==> src/rtl/transition_energy_monitor.sv <==
`default_nettype none
// ============================================================================
//  Module      : transition_energy_monitor
//  Description : Board-level switching-activity monitor. Synchronises a set
//                of asynchronous gate-output nets, detects 0->1 transitions,
//                keeps saturating per-net rise counts plus a weighted energy
//                total, and serves snapshot reads over req/valid/ack.
//  Ports       : clk      - system clock, rising edge
//                reset_L  - asynchronous active-low reset
//                nets     - monitored nets (asynchronous to clk)
//                enable   - 1: counting active, 0: counters/energy hold
//                clear    - synchronous pulse zeroing counters, energy, flags
//                rd_req   - read request (accepted in IDLE only)
//                rd_sel   - 0..N_NETS-1 rise count, N_NETS energy total
//                rd_valid - rd_data/rd_sat valid, held until rd_ack
//                rd_data  - zero-extended count or energy total
//                rd_sat   - selected counter saturated / out-of-range marker
//                rd_ack   - consumer accepted data
//  Options     : FALL_COUNT_EN - adds per-net falling-edge counters, read at
//                rd_sel = N_NETS+1+i; out-of-range moves to > 2*N_NETS.
//  Revision    : 1.0 - initial release
// ============================================================================
module transition_energy_monitor #(
    parameter int N_NETS     = 4,
    parameter int CNT_W      = 16,
    parameter int E_W        = 24,
    parameter int E_PER_RISE = 1
) (
    input  logic              clk,
    input  logic              reset_L,
    input  logic [N_NETS-1:0] nets,
    input  logic              enable,
    input  logic              clear,
    input  logic              rd_req,
    input  logic [3:0]        rd_sel,
    output logic              rd_valid,
    output logic [E_W-1:0]    rd_data,
    output logic              rd_sat,
    input  logic              rd_ack
);

    localparam int                 c_EXT_W   = E_W + 4;
    localparam logic [CNT_W-1:0]   c_CNT_MAX = '1;
    localparam logic [c_EXT_W-1:0] c_E_MAX   = {4'b0, {E_W{1'b1}}};

    typedef enum logic [1:0] {
        ST_IDLE    = 2'd0,
        ST_LATCH   = 2'd1,
        ST_PRESENT = 2'd2
    } state_t;

    // ------------------------------------------------------------------
    // Synchroniser and edge detect. Runs regardless of enable so that a
    // re-enable never sees a stale edge.
    // ------------------------------------------------------------------
    logic [N_NETS-1:0] r_s1, r_s2, r_prev;
    logic [N_NETS-1:0] w_rise;

    always_ff @(posedge clk or negedge reset_L) begin
        if (!reset_L) begin
            r_s1   <= '0;
            r_s2   <= '0;
            r_prev <= '0;
        end else begin
            r_s1   <= nets;
            r_s2   <= r_s1;
            r_prev <= r_s2;
        end
    end

    assign w_rise = r_s2 & ~r_prev;

    // ------------------------------------------------------------------
    // Rise counters. Next-state values are exposed so that a snapshot taken
    // in LATCH includes the increment of that same cycle.
    // ------------------------------------------------------------------
    logic [N_NETS-1:0][CNT_W-1:0] r_cnt, w_cnt_nxt;
    logic [N_NETS-1:0]            r_sat, w_sat_nxt;

    always_comb begin
        w_cnt_nxt = r_cnt;
        w_sat_nxt = r_sat;
        for (int i = 0; i < N_NETS; i++) begin
            if (clear) begin
                w_cnt_nxt[i] = '0;
                w_sat_nxt[i] = 1'b0;
            end else if (enable && w_rise[i]) begin
                if (r_cnt[i] == c_CNT_MAX) w_sat_nxt[i] = 1'b1;
                else                       w_cnt_nxt[i] = r_cnt[i] + CNT_W'(1);
            end
        end
    end

    // ------------------------------------------------------------------
    // Energy accumulator: widened by 4 bits so the overflow check is exact
    // even when several nets rise together.
    // ------------------------------------------------------------------
    logic [4:0]         w_pop;
    logic [c_EXT_W-1:0] w_e_sum;
    logic [E_W-1:0]     r_energy, w_e_nxt;
    logic               r_sat_e, w_sat_e_nxt;

    always_comb begin
        w_pop = '0;
        for (int i = 0; i < N_NETS; i++) begin
            w_pop = w_pop + 5'(w_rise[i]);
        end
    end

    assign w_e_sum = {4'b0, r_energy} + c_EXT_W'(E_PER_RISE) * c_EXT_W'(w_pop);

    always_comb begin
        w_e_nxt     = r_energy;
        w_sat_e_nxt = r_sat_e;
        if (clear) begin
            w_e_nxt     = '0;
            w_sat_e_nxt = 1'b0;
        end else if (enable) begin
            if (w_e_sum > c_E_MAX) begin
                w_e_nxt     = '1;
                w_sat_e_nxt = 1'b1;
            end else begin
                w_e_nxt = w_e_sum[E_W-1:0];
            end
        end
    end

    always_ff @(posedge clk or negedge reset_L) begin
        if (!reset_L) begin
            r_cnt    <= '0;
            r_sat    <= '0;
            r_energy <= '0;
            r_sat_e  <= 1'b0;
        end else begin
            r_cnt    <= w_cnt_nxt;
            r_sat    <= w_sat_nxt;
            r_energy <= w_e_nxt;
            r_sat_e  <= w_sat_e_nxt;
        end
    end

`ifdef FALL_COUNT_EN
    // Falling-edge counters: counted like rises but never weighted into energy.
    logic [N_NETS-1:0]            w_fall;
    logic [N_NETS-1:0][CNT_W-1:0] r_fcnt, w_fcnt_nxt;
    logic [N_NETS-1:0]            r_fsat, w_fsat_nxt;

    assign w_fall = ~r_s2 & r_prev;

    always_comb begin
        w_fcnt_nxt = r_fcnt;
        w_fsat_nxt = r_fsat;
        for (int i = 0; i < N_NETS; i++) begin
            if (clear) begin
                w_fcnt_nxt[i] = '0;
                w_fsat_nxt[i] = 1'b0;
            end else if (enable && w_fall[i]) begin
                if (r_fcnt[i] == c_CNT_MAX) w_fsat_nxt[i] = 1'b1;
                else                        w_fcnt_nxt[i] = r_fcnt[i] + CNT_W'(1);
            end
        end
    end

    always_ff @(posedge clk or negedge reset_L) begin
        if (!reset_L) begin
            r_fcnt <= '0;
            r_fsat <= '0;
        end else begin
            r_fcnt <= w_fcnt_nxt;
            r_fsat <= w_fsat_nxt;
        end
    end
`endif

    // ------------------------------------------------------------------
    // Snapshot select. Any index not claimed below falls through to the
    // error marker (data 0, sat 1).
    // ------------------------------------------------------------------
    logic [3:0]     r_sel;
    logic [E_W-1:0] w_snap_data;
    logic           w_snap_sat;

    always_comb begin
        w_snap_data = '0;
        w_snap_sat  = 1'b1;
        for (int i = 0; i < N_NETS; i++) begin
            if (r_sel == 4'(i)) begin
                w_snap_data = E_W'(w_cnt_nxt[i]);
                w_snap_sat  = w_sat_nxt[i];
            end
        end
        if (r_sel == 4'(N_NETS)) begin
            w_snap_data = w_e_nxt;
            w_snap_sat  = w_sat_e_nxt;
        end
`ifdef FALL_COUNT_EN
        for (int i = 0; i < N_NETS; i++) begin
            if (r_sel == 4'(N_NETS + 1 + i)) begin
                w_snap_data = E_W'(w_fcnt_nxt[i]);
                w_snap_sat  = w_fsat_nxt[i];
            end
        end
`endif
    end

    // ------------------------------------------------------------------
    // Read handshake FSM
    // ------------------------------------------------------------------
    state_t         r_state;
    logic           r_rd_valid;
    logic [E_W-1:0] r_rd_data;
    logic           r_rd_sat;

    always_ff @(posedge clk or negedge reset_L) begin
        if (!reset_L) begin
            r_state    <= ST_IDLE;
            r_sel      <= '0;
            r_rd_valid <= 1'b0;
            r_rd_data  <= '0;
            r_rd_sat   <= 1'b0;
        end else begin
            case (r_state)
                ST_IDLE: begin
                    if (rd_req) begin
                        r_sel   <= rd_sel;
                        r_state <= ST_LATCH;
                    end
                end
                ST_LATCH: begin
                    r_rd_data  <= w_snap_data;
                    r_rd_sat   <= w_snap_sat;
                    r_rd_valid <= 1'b1;
                    r_state    <= ST_PRESENT;
                end
                ST_PRESENT: begin
                    if (rd_ack) begin
                        r_rd_valid <= 1'b0;
                        r_state    <= ST_IDLE;
                    end
                end
                default: begin
                    r_rd_valid <= 1'b0;
                    r_state    <= ST_IDLE;
                end
            endcase
        end
    end

    assign rd_valid = r_rd_valid;
    assign rd_data  = r_rd_data;
    assign rd_sat   = r_rd_sat;

endmodule
`default_nettype wire

==> config.mk <==
export PLATFORM = sky130hd
export DESIGN_NAME = transition_energy_monitor
export DESIGN_NICKNAME = d
export VERILOG_FILES = /design/src/rtl/transition_energy_monitor.sv
export SDC_FILE = /design/constraint.sdc
export NUM_CORES = 1
export LEC_CHECK = 0
export BUFFER_PORTS_ARGS = -buffer_cell sky130_fd_sc_hd__buf_2
export CORE_MARGIN = 4
export CORE_UTILIZATION = 45
export CTS_BUF_LIST = sky130_fd_sc_hd__clkbuf_8 sky130_fd_sc_hd__clkbuf_16
export DETAILED_ROUTE_END_ITERATION = 8
export PLACE_DENSITY = 0.71
export SETUP_SLACK_MARGIN = 0.4
export SLEW_MARGIN = 20
export SYNTH_ARGS = -nofsm -noshare
export SYNTH_HDL_FRONTEND = slang
export SYNTH_SLANG_ARGS = --single-unit
==> constraint.sdc <==
create_clock -name clk -period 3.2 [get_ports clk]
set_input_delay 0.16 -clock clk [delete_from_list [all_inputs] [get_ports clk]]
set_output_delay 0.16 -clock clk [all_outputs]
set_load 0.05 [all_outputs]
# Word-level counts from Yosys, hierarchy flattened

Index checks and enable logic that the tools add are counted.

Register bits: 137
Bits in latches: 0
Memory bits (writable): 0
Bits in read-only memories: 0
Input port bits: 14
Output and inout port bits: 26
Word-level logic and storage cells: 93
Memories: 0

Add/sub/neg operators: 8
Multiply operators: 0
Div/mod/pow operators: 0
$lt $le $gt $ge: 1
Equal/unequal tests: 12
Shifts and indexed selects: 0
Muxes and demuxes: 45
Bitwise gates (word level): 3
Reduce and logical (&&, ||, !) cells: 9

Operators by type and width:

| operator              | count |
|---|---|
| $mux 16               | 13 |
| $mux 24               | 7 |
| $add 16x1->16 const B | 4 |
| $eq 16x16->1 const B  | 4 |
| $add 24x4->25         | 1 |
| $gt 25x24->1 const B  | 1 |
| $mux 1                | 21 |
| $eq 4x2->1 const B    | 2 |
| $pmux 2 s3            | 1 |
| $reduce_and 2->1      | 3 |
| $add 3x1->4           | 1 |
| $and 4x4->4           | 1 |
| $eq 4x1->1 const B    | 1 |
| $eq 4x3->1 const B    | 1 |
| $logic_and 1x1->1     | 4 |
| $logic_not 4->1       | 1 |
| $mux 2                | 2 |
| $ne 2x2->1 const B    | 2 |
| $not 4->4             | 1 |
| $add 2x1->3           | 1 |
| $pmux 1 s3            | 1 |
| $add 1x1->2           | 1 |
| $eq 2x1->1 const B    | 1 |
| $eq 2x2->1 const B    | 1 |
| 2 further kinds       | 2 |

# Logic depth before layout (Yosys ltp)

Gate-level depths: netlist of run 1.

Depth in word-level cells: 11
Depth in mapped cells: 13
Depth with buffers taken out: 12

# Least setup slack after synthesis of run 1

No wires, ideal clock.

Path kind: flip-flop to flip-flop
Start: reg r_s2[0]
End: reg r_rd_sat, in the netlist rd_sat
Library setup time: 142 ps
Arrival: 3023 ps
Required time: 3058 ps
Path slack: 35 ps
Stages on the path, launching flop included: 14
Buffers on the path: 1
Period minus slack after synthesis: 3165 ps
Path through: dfrtp_1 -> nor2b_1 -> fa_1 -> inv_1 -> fa_1 -> inv_1 -> fa_1 -> and4_1 -> and3_1 -> buf_2 -> nand3_1 -> a21boi_0 -> a2111oi_0 -> a31oi_1

Longest elaborated chain between the ends: 10

Ends and longest elaborated chain:

| what                   | RTL line | RTL |
|---|---|---|
| start, declared        | 56       | `logic [N_NETS-1:0] r_s1, r_s2, r_prev;` |
| start signal, assigned | 66       | `r_s2 <= r_s1;` |
| $and 4x4->4 *          | 71       | `assign w_rise = r_s2 & ~r_prev;` |
| $add 1x1->2            | 106      | `w_pop = w_pop + 5'(w_rise[i]);` |
| $add 2x1->3            | 106      |  |
| $add 3x1->4            | 106      |  |
| $add 24x4->25          | 110      | `assign w_e_sum = {4'b0, r_energy} + c_EXT_W'(E_PER_RISE) * c_EXT_W'(w_pop);` |
| $gt 25x24->1           | 119      | `if (w_e_sum > c_E_MAX) begin` |
| $mux 1                 | 119      |  |
| $mux 1                 | 118      | `end else if (enable) begin` |
| $mux 1                 | 115      | `if (clear) begin` |
| $mux 1 *               | 192      | `if (r_sel == 4'(N_NETS)) begin` |
| end signal, assigned   | 231      | `r_rd_sat <= w_snap_sat;` |
| end, declared          | 212      | `logic r_rd_sat;` |

Mark *: on every way between the ends. The rest lies on a longest branch, timed or not.
A chain may end at the register's enable or synchronous reset.

# Final worst setup path of run 1

Same ends and word-level chain as after synthesis.

==> impl_results.md, run 1 <==
- Status: finished clean
- Final min period: 3060 ps
- Gate family responsible for the most delay along the worst path: adder cells
- Post-synth cell types: 80
- CP max stage delay: ~550 ps
- Reg area: ~0.0034 mm²
- Post-DP HPWL: 15300 µm
- Worst-path clk slew: about 60 ps
- Multi-input logic area: around 0.004 mm²
- Final slew viol count: 0
- Die area: 0.0185 mm²
- Routed Antenna Nets: 0
- Maximum clock insertion buffer count: 2
- Fmax: 327 MHz
- Async S/R FF share, synth: 100%
- IO Count: 40
- TritonCTS Buffers: 17
- Routed length per instance: ~20 µm
- Worst slew margin: 43.4%
- RSZ-0062 raised after global routing: true
- Max cap viols: 0
- Period utilization: 95.6%
- Worst IR drop on VDD: 502 µV
- Crit path capture type: flip-flop
- Total core area: roughly 0.016 mm²
- Met1 WL: between 9000 and 10000 µm
- Port bufs: 39
- Gate power share: 23.2%
- Fillers: 1379
- Sw frac: 33.3%
- Syn Std Cell Area: around 0.0074 mm²
- CP cell instances: nor2b_4 > fa_1 > inv_2 > fa_2 > inv_2 > fa_2 > and4_4 > and3_4 > buf_6 > nand3_4 > a21boi_2 > a2111oi_2 > a31oi_1
- Mapped Cells: 766
- CP required: 3550 ps
- Crit path kind: flip-flop to flip-flop
- Die H: 136 µm
- Mapped Avg Cell Area: 9.63 µm²
- Share of cells above drive strength 1: 21.7%
- DR vias: 6508
- Initial DRC Count: ~870
- First-pass GRT wire length: roughly 34000 µm
- Internal power: 3.72 mW
- Syn_nets: 788
- Die width: 136 µm
- Layout area overhead: 22.6%
- Top sig layer: met4
- Wire length on met3: between 1000 and 1500 µm
- Reg power frac: 37.5%
- Clock network power share: between 30% and 40%
- Yosys warns: 0
- Initial Utilization: 46.3%
- Antenna cells: 0
- Final setup fails: 0
- Worst hold path type: input pin to flip-flop
- Worst-case clock skew: 12.8 ps
- Worst-Margin Slew: 842 ps
- Vias in the first global route: 6150
- Largest net degree at the start of global routing: 97
- Pwr dens: 617 mW/mm²
- Largest fanout on the critical path: 7
- Crit path buffers/inverters: 3
- Sum of negative setup slack: 0 ps
- Clk Latency, worst-skew pair: around 430 ps
- CTS root buffer: clkbuf_16
- Register area share after synthesis: 46.5%
- Net Switching: ~1.9 mW
- Final WL: about 21000 µm
- DR DRC count: 0
- Global route overflow: 0
- FP Rows: 46
- Worst setup SP type: flip-flop
- CTS Sinks: 137
- #FFs+latches synth: between 100 and 150
- Final nets: 864
- Final hold violation count: 0
- WP data arrival: ~3400 ps
- Gpl congestion: between 0.9 and 1
- Fin util: 56.7%
- Total track usage: 23.9%
- CTS tree: yes
- Slowest CP cell: fa_1
- Post-synth EDFFs: 0
- Pleak: 3.68 nW
- Initial antenna violation count: 0
- Pre-antenna DRT Iters: 5
- Vias per cell: 6.08
- Top_reg_cell synth: dfrtp_1
- Max H-tree Level: 4
- Detail Route met2 WL: 9720 µm
## final cells by class
| type | count | share of cell area [%] |
|---|---|---|
| multi-input combinational | 584 | 44.3 |
| sequential | 137 | 37.9 |
| timing repair buffer | 85 | 6.84 |
| clock buffer | 20 | 5.16 |
| tap | 216 | 2.99 |
| clock inverter | 11 | 2.13 |
| inverter | 17 | 0.706 |
## power groups by stage
stage	logic, mW	registers [mW]	clock network (mW)
after global placement	1.23	2.11	0
after global routing	1.38	2.10	2.30
final	1.30	2.09	2.19
after detailed placement	1.24	2.11	0
after CTS	1.27	2.08	2.22
after floorplan	0.537	2.35	0
## per-layer routing
layer  track usage [%]  vias up
met2              35.9      264
met5                 0        -
met3              6.66       53
met4              9.18        0
met1              32.9     3172
li1                  -     3019
## cell usage after synthesis (all sizes together) (5+ instances only)
library cell,instances,area (µm²)
nor3,28,145
and3,17,106
or3,7,43.8
nand2b,9,56.3
o21ai,20,100
and4,10,90.1
inv,17,63.8
a211oi,5,37.5
a21oi,38,190
o211ai,5,37.5
xor2,9,78.8
mux2i,13,130
and2,12,75.1
or2,8,50.1
xnor2,28,245
nor2b,8,50.1
o31ai,6,45.0
dfrtp,137,3430
a31oi,19,119
nand4b,6,52.6
o221a,5,56.3
nand4,33,234
mux2,5,60.1
nand3,31,155
ha,5,62.6
o221ai,5,43.8
nand3b,7,52.6
clkbuf,14,52.6
nor3b,5,37.5
nor2,94,353
nor4,22,175
buf,14,60.1
o22ai,7,43.8
a22o,5,43.8
nand2,46,173
## stage by stage
| step | worst slack, ps | instances | hold slack (ps) | instance area (µm²) | total power [mW] |
|---|---|---|---|---|---|
| 6_report | 139 | 1070 | 103 | 9040 | 5.58 |
| 5_1_grt | 63.1 | 1070 | 117 | 9040 | 5.78 |
| 4_1_cts | 164 | 1065 | 113 | 8860 | 5.57 |
| 3_5_place_dp | 68.6 | 1017 | 231 | 8010 | 3.35 |
| 3_3_place_gp | 132 | 1017 | 227 | 8010 | 3.33 |
| 2_1_floorplan | 332 | 766 | -136 | 7450 | 2.89 |
## flip-flops by register name, indices dropped and copies added (netlist names), 4 cells and up
signal and cells:
r_s1 4, r_sat 4, r_sel 4, r_s2 4
r_cnt 64, r_prev 4, rd_data 24, r_energy 24
## logic make-up (layout without fill, tap and decap cells)
logic type	after synthesis	after routing	share of synthesized area [%]
simple gates	356	356	26.7
compound gates	165	165	15.7
flops	137	137	46.5
buf+inv	45	133	2.39
mux	18	18	2.58
xor+xnor	37	37	4.39
fa+ha+maj	8	8	1.66
## cell usage in the layout (no fill, tap or decap), types with 7 or more instances in the layout
cell type / n
dfrtp_1: 137
nor2_1: 94
nand2_1: 46
buf_2: 37
a21oi_1: 33
nand4_1: 30
buf_4: 30
nand3_1: 29
xnor2_1: 28
nor3_1: 26
a31oi_1: 17
clkbuf_16: 17
nor4_1: 16
and3_1: 15
inv_1: 15
o21ai_0: 15
mux2i_1: 12
and2_1: 11
dlygate4sd3_1: 10
nand2b_1: 9
xor2_1: 9
or2_2: 8
nand3b_1: 7
or3_1: 7
and4_1: 7
## worst paths after layout
check | start | to | slack (ps) | cells past startpoint
setup / recovery | r_s2[0] | rd_sat | 140 | 13
hold / removal | rd_req | r_state[0] | 100 | 2
setup reg to reg | r_s2[0] | rd_sat | 140 | 13
hold reg to reg | r_s1[2] | r_s2[2] | 350 | 0
max in group asynchronous | reset_L | r_cnt[12] | 2090 | 3
min in group asynchronous | reset_L | rd_data[20] | 320 | 2
## timing repair
action,CTS,global route
pin swaps,6,9
setup buffers,7,5
gates resized for setup,9,32
endpoints found under the hold margin,80,0
hold buffers,10,0
endpoints found under the setup margin,35,45
No activity file was read; power rests on OpenSTA's default activity.
==> inputs of run 2 (changes only) <==
--- a/config.mk
+++ b/config.mk
@@ -10,8 +10,9 @@
 export CORE_UTILIZATION = 45
 export CTS_BUF_LIST = sky130_fd_sc_hd__clkbuf_8 sky130_fd_sc_hd__clkbuf_16
 export DETAILED_ROUTE_END_ITERATION = 8
+export GPL_TIMING_DRIVEN = 0
 export PLACE_DENSITY = 0.71
-export SETUP_SLACK_MARGIN = 0.4
+export SETUP_SLACK_MARGIN = 0.15
 export SLEW_MARGIN = 20
 export SYNTH_ARGS = -nofsm -noshare
 export SYNTH_HDL_FRONTEND = slang
==> constraint.sdc (replaced) <==
create_clock -name clk -period 3.2 [get_ports clk]
set_input_delay 0.64 -clock clk [delete_from_list [all_inputs] [get_ports clk]]
set_output_delay 0.64 -clock clk [all_outputs]
set_load 0.05 [all_outputs]
==> impl_results.md, run 2 (same netlist as run 1, synthesis figures left out) <==
- Maximum clock insertion buffer count: 2
- Final min period: 3170 ps
- Fmax: 316 MHz
- CP required: about 3600 ps
- Max H-tree Level: 4
- Final nets: 865
- Pwr dens: 598 mW/mm²
- CTS Sinks: 137
- Pre-antenna DRT Iters: 6
- Largest net degree at the start of global routing: 89
- Worst setup SP type: flip-flop
- Commonest non-fill, non-tap cells in the layout: dfrtp_1 (137), nor2_1 (93), nand2_1 (46), buf_2 (41), nand4_1 (30)
- CTS Hold Buffers Added: 0
- DR DRC count: 0
- Most common cell after layout, fill and taps aside: dfrtp_1
- Worst-Margin Slew: 916 ps
- Total core area: 0.0159 mm²
- Final slew viol count: 0
- Fillers: 1384
- Crit path capture type: flip-flop
- Vias per cell: 6.30
- Worst IR drop on VDD: roughly 450 µV
- Die width: 136 µm
- Vias in the first global route: about 6200
- Global route overflow: 0
- RSZ-0062 raised after global routing: true
- Largest fanout on the critical path: 8
- TritonCTS Buffers: 17
- Placed cell area: 0.00788 mm²
- Post-DP HPWL: 16000 µm
- Status: finished clean
- FP Rows: 46
- CTS root buffer: clkbuf_16
- Worst-path clk slew: 60 ps
- Final Cell Area: 0.00895 mm²
- Final setup fails: 0
- First-pass GRT wire length: 35100 µm
- Antenna cells: 0
- Final hold violation count: 0
- Gate power share: 24.8%
- Die area: 0.0185 mm²
- Clk Latency, worst-skew pair: 420 ps
- Layout area overhead: 21.4%
- Final setup margin: 33.9 ps
- Hold_ws: 125 ps
- Final WL: between 20000 and 25000 µm
- Crit path kind: flip-flop to flip-flop
- Die H: 136 µm
- Worst slew margin: 38.8%
- Clock network power share: 37.2%
- Initial DRC Count: 829
- Internal power: 3.50 mW
- IO Count: 40
- Net Switching: 1.85 mW
- Period utilization: 98.9%
- Max cap viols: 0
- Worst hold path type: input pin to async pin
- Initial antenna violation count: 0
- Worst-case clock skew: 9.96 ps
- Initial Utilization: 46.3%
- Port bufs: 38
- Sw frac: 34.6%
- Gpl congestion: between 0.9 and 1
- Max FFs per register: 64
- Largest reg by FF count: r_cnt
- DR vias: 6746
- FF-to-FF path depth: 13
- Routed length per instance: 21.2 µm
- Reg power frac: between 30% and 40%
- Pleak: 3.59 nW
- Routed Antenna Nets: 0
- Total track usage: about 25%
- Fin util: a little under three fifths
- WP data arrival: between 3000 and 4000 ps
- CTS tree: yes
- Share of cells above drive strength 1: 21.3%
- Place WS: -461 ps
run 2: cell type report:
| type | instances | area, µm² | area share, % |
|---|---|---|---|
| timing repair buffer | 58 | 385 | 4.30 |
| buffer | 28 | 130 | 1.45 |
| sequential | 137 | 3430 | 38.3 |
| tap | 216 | 270 | 3.02 |
| clock buffer | 18 | 439 | 4.91 |
| clock inverter | 13 | 156 | 1.75 |
| inverter | 17 | 63.8 | 0.713 |
| multi-input combinational | 584 | 4080 | 45.6 |
run 2: worst max-delay path, cell delays in order (launching register included):
cell	delay (ps)
dfrtp_1	390
nor2b_4	150
fa_1	550
inv_2	60
fa_2	340
inv_2	60
fa_2	230
and4_4	240
and3_4	230
buf_8	150
a21oi_4	60
a311oi_4	360
o22a_1	170
o31a_1	120
run 2: what timing repair did:
item | CTS | global route
pin swaps | 20 | 18
setup buffers | 15 | 4
resized for setup | 59 | 24
setup endpoints to repair | 45 | 59
run 2: per-layer routing:
| metal | GRT usage, % | vias to the layer above | wire length [µm] |
|---|---|---|---|
| li1 | - | 3047 | - |
| met1 | 34.2 | 3330 | 9630 |
| met2 | 39.1 | 334 | 10700 |
| met3 | 6.25 | 35 | 1950 |
| met4 | 7.22 | 0 | 456 |
| met5 | 0 | - | 0 |
run 2: stage by stage:
stage,power (mW),instances,TNS (ps)
floorplan,2.89,766,0
global placement,3.30,1020,-62990
detailed placement,3.31,1021,-6210
CTS,5.33,1067,0
global route,5.55,1071,-33.5
finish,5.35,1071,0
run 2: path summary, 6_finish.rpt:
check	start	end	slack, ps
max	r_s2[0]	rd_data[10]	30
min	reset_L	rd_valid	120
max reg2reg	r_s2[0]	rd_data[10]	30
min reg2reg	r_s1[2]	r_s2[2]	350
max in group asynchronous	reset_L	rd_data[23]	2320
min in group clk	nets[1]	r_s1[1]	320
run 2: power groups by stage:
stage	Sequential (mW)	Combinational [mW]	Clock [mW]
floorplan	2.35	0.533	0
detailed placement	2.05	1.26	0
global route	2.05	1.41	2.10
finish	2.03	1.33	1.99
CTS	2.02	1.30	2.01
global placement	2.05	1.25	0
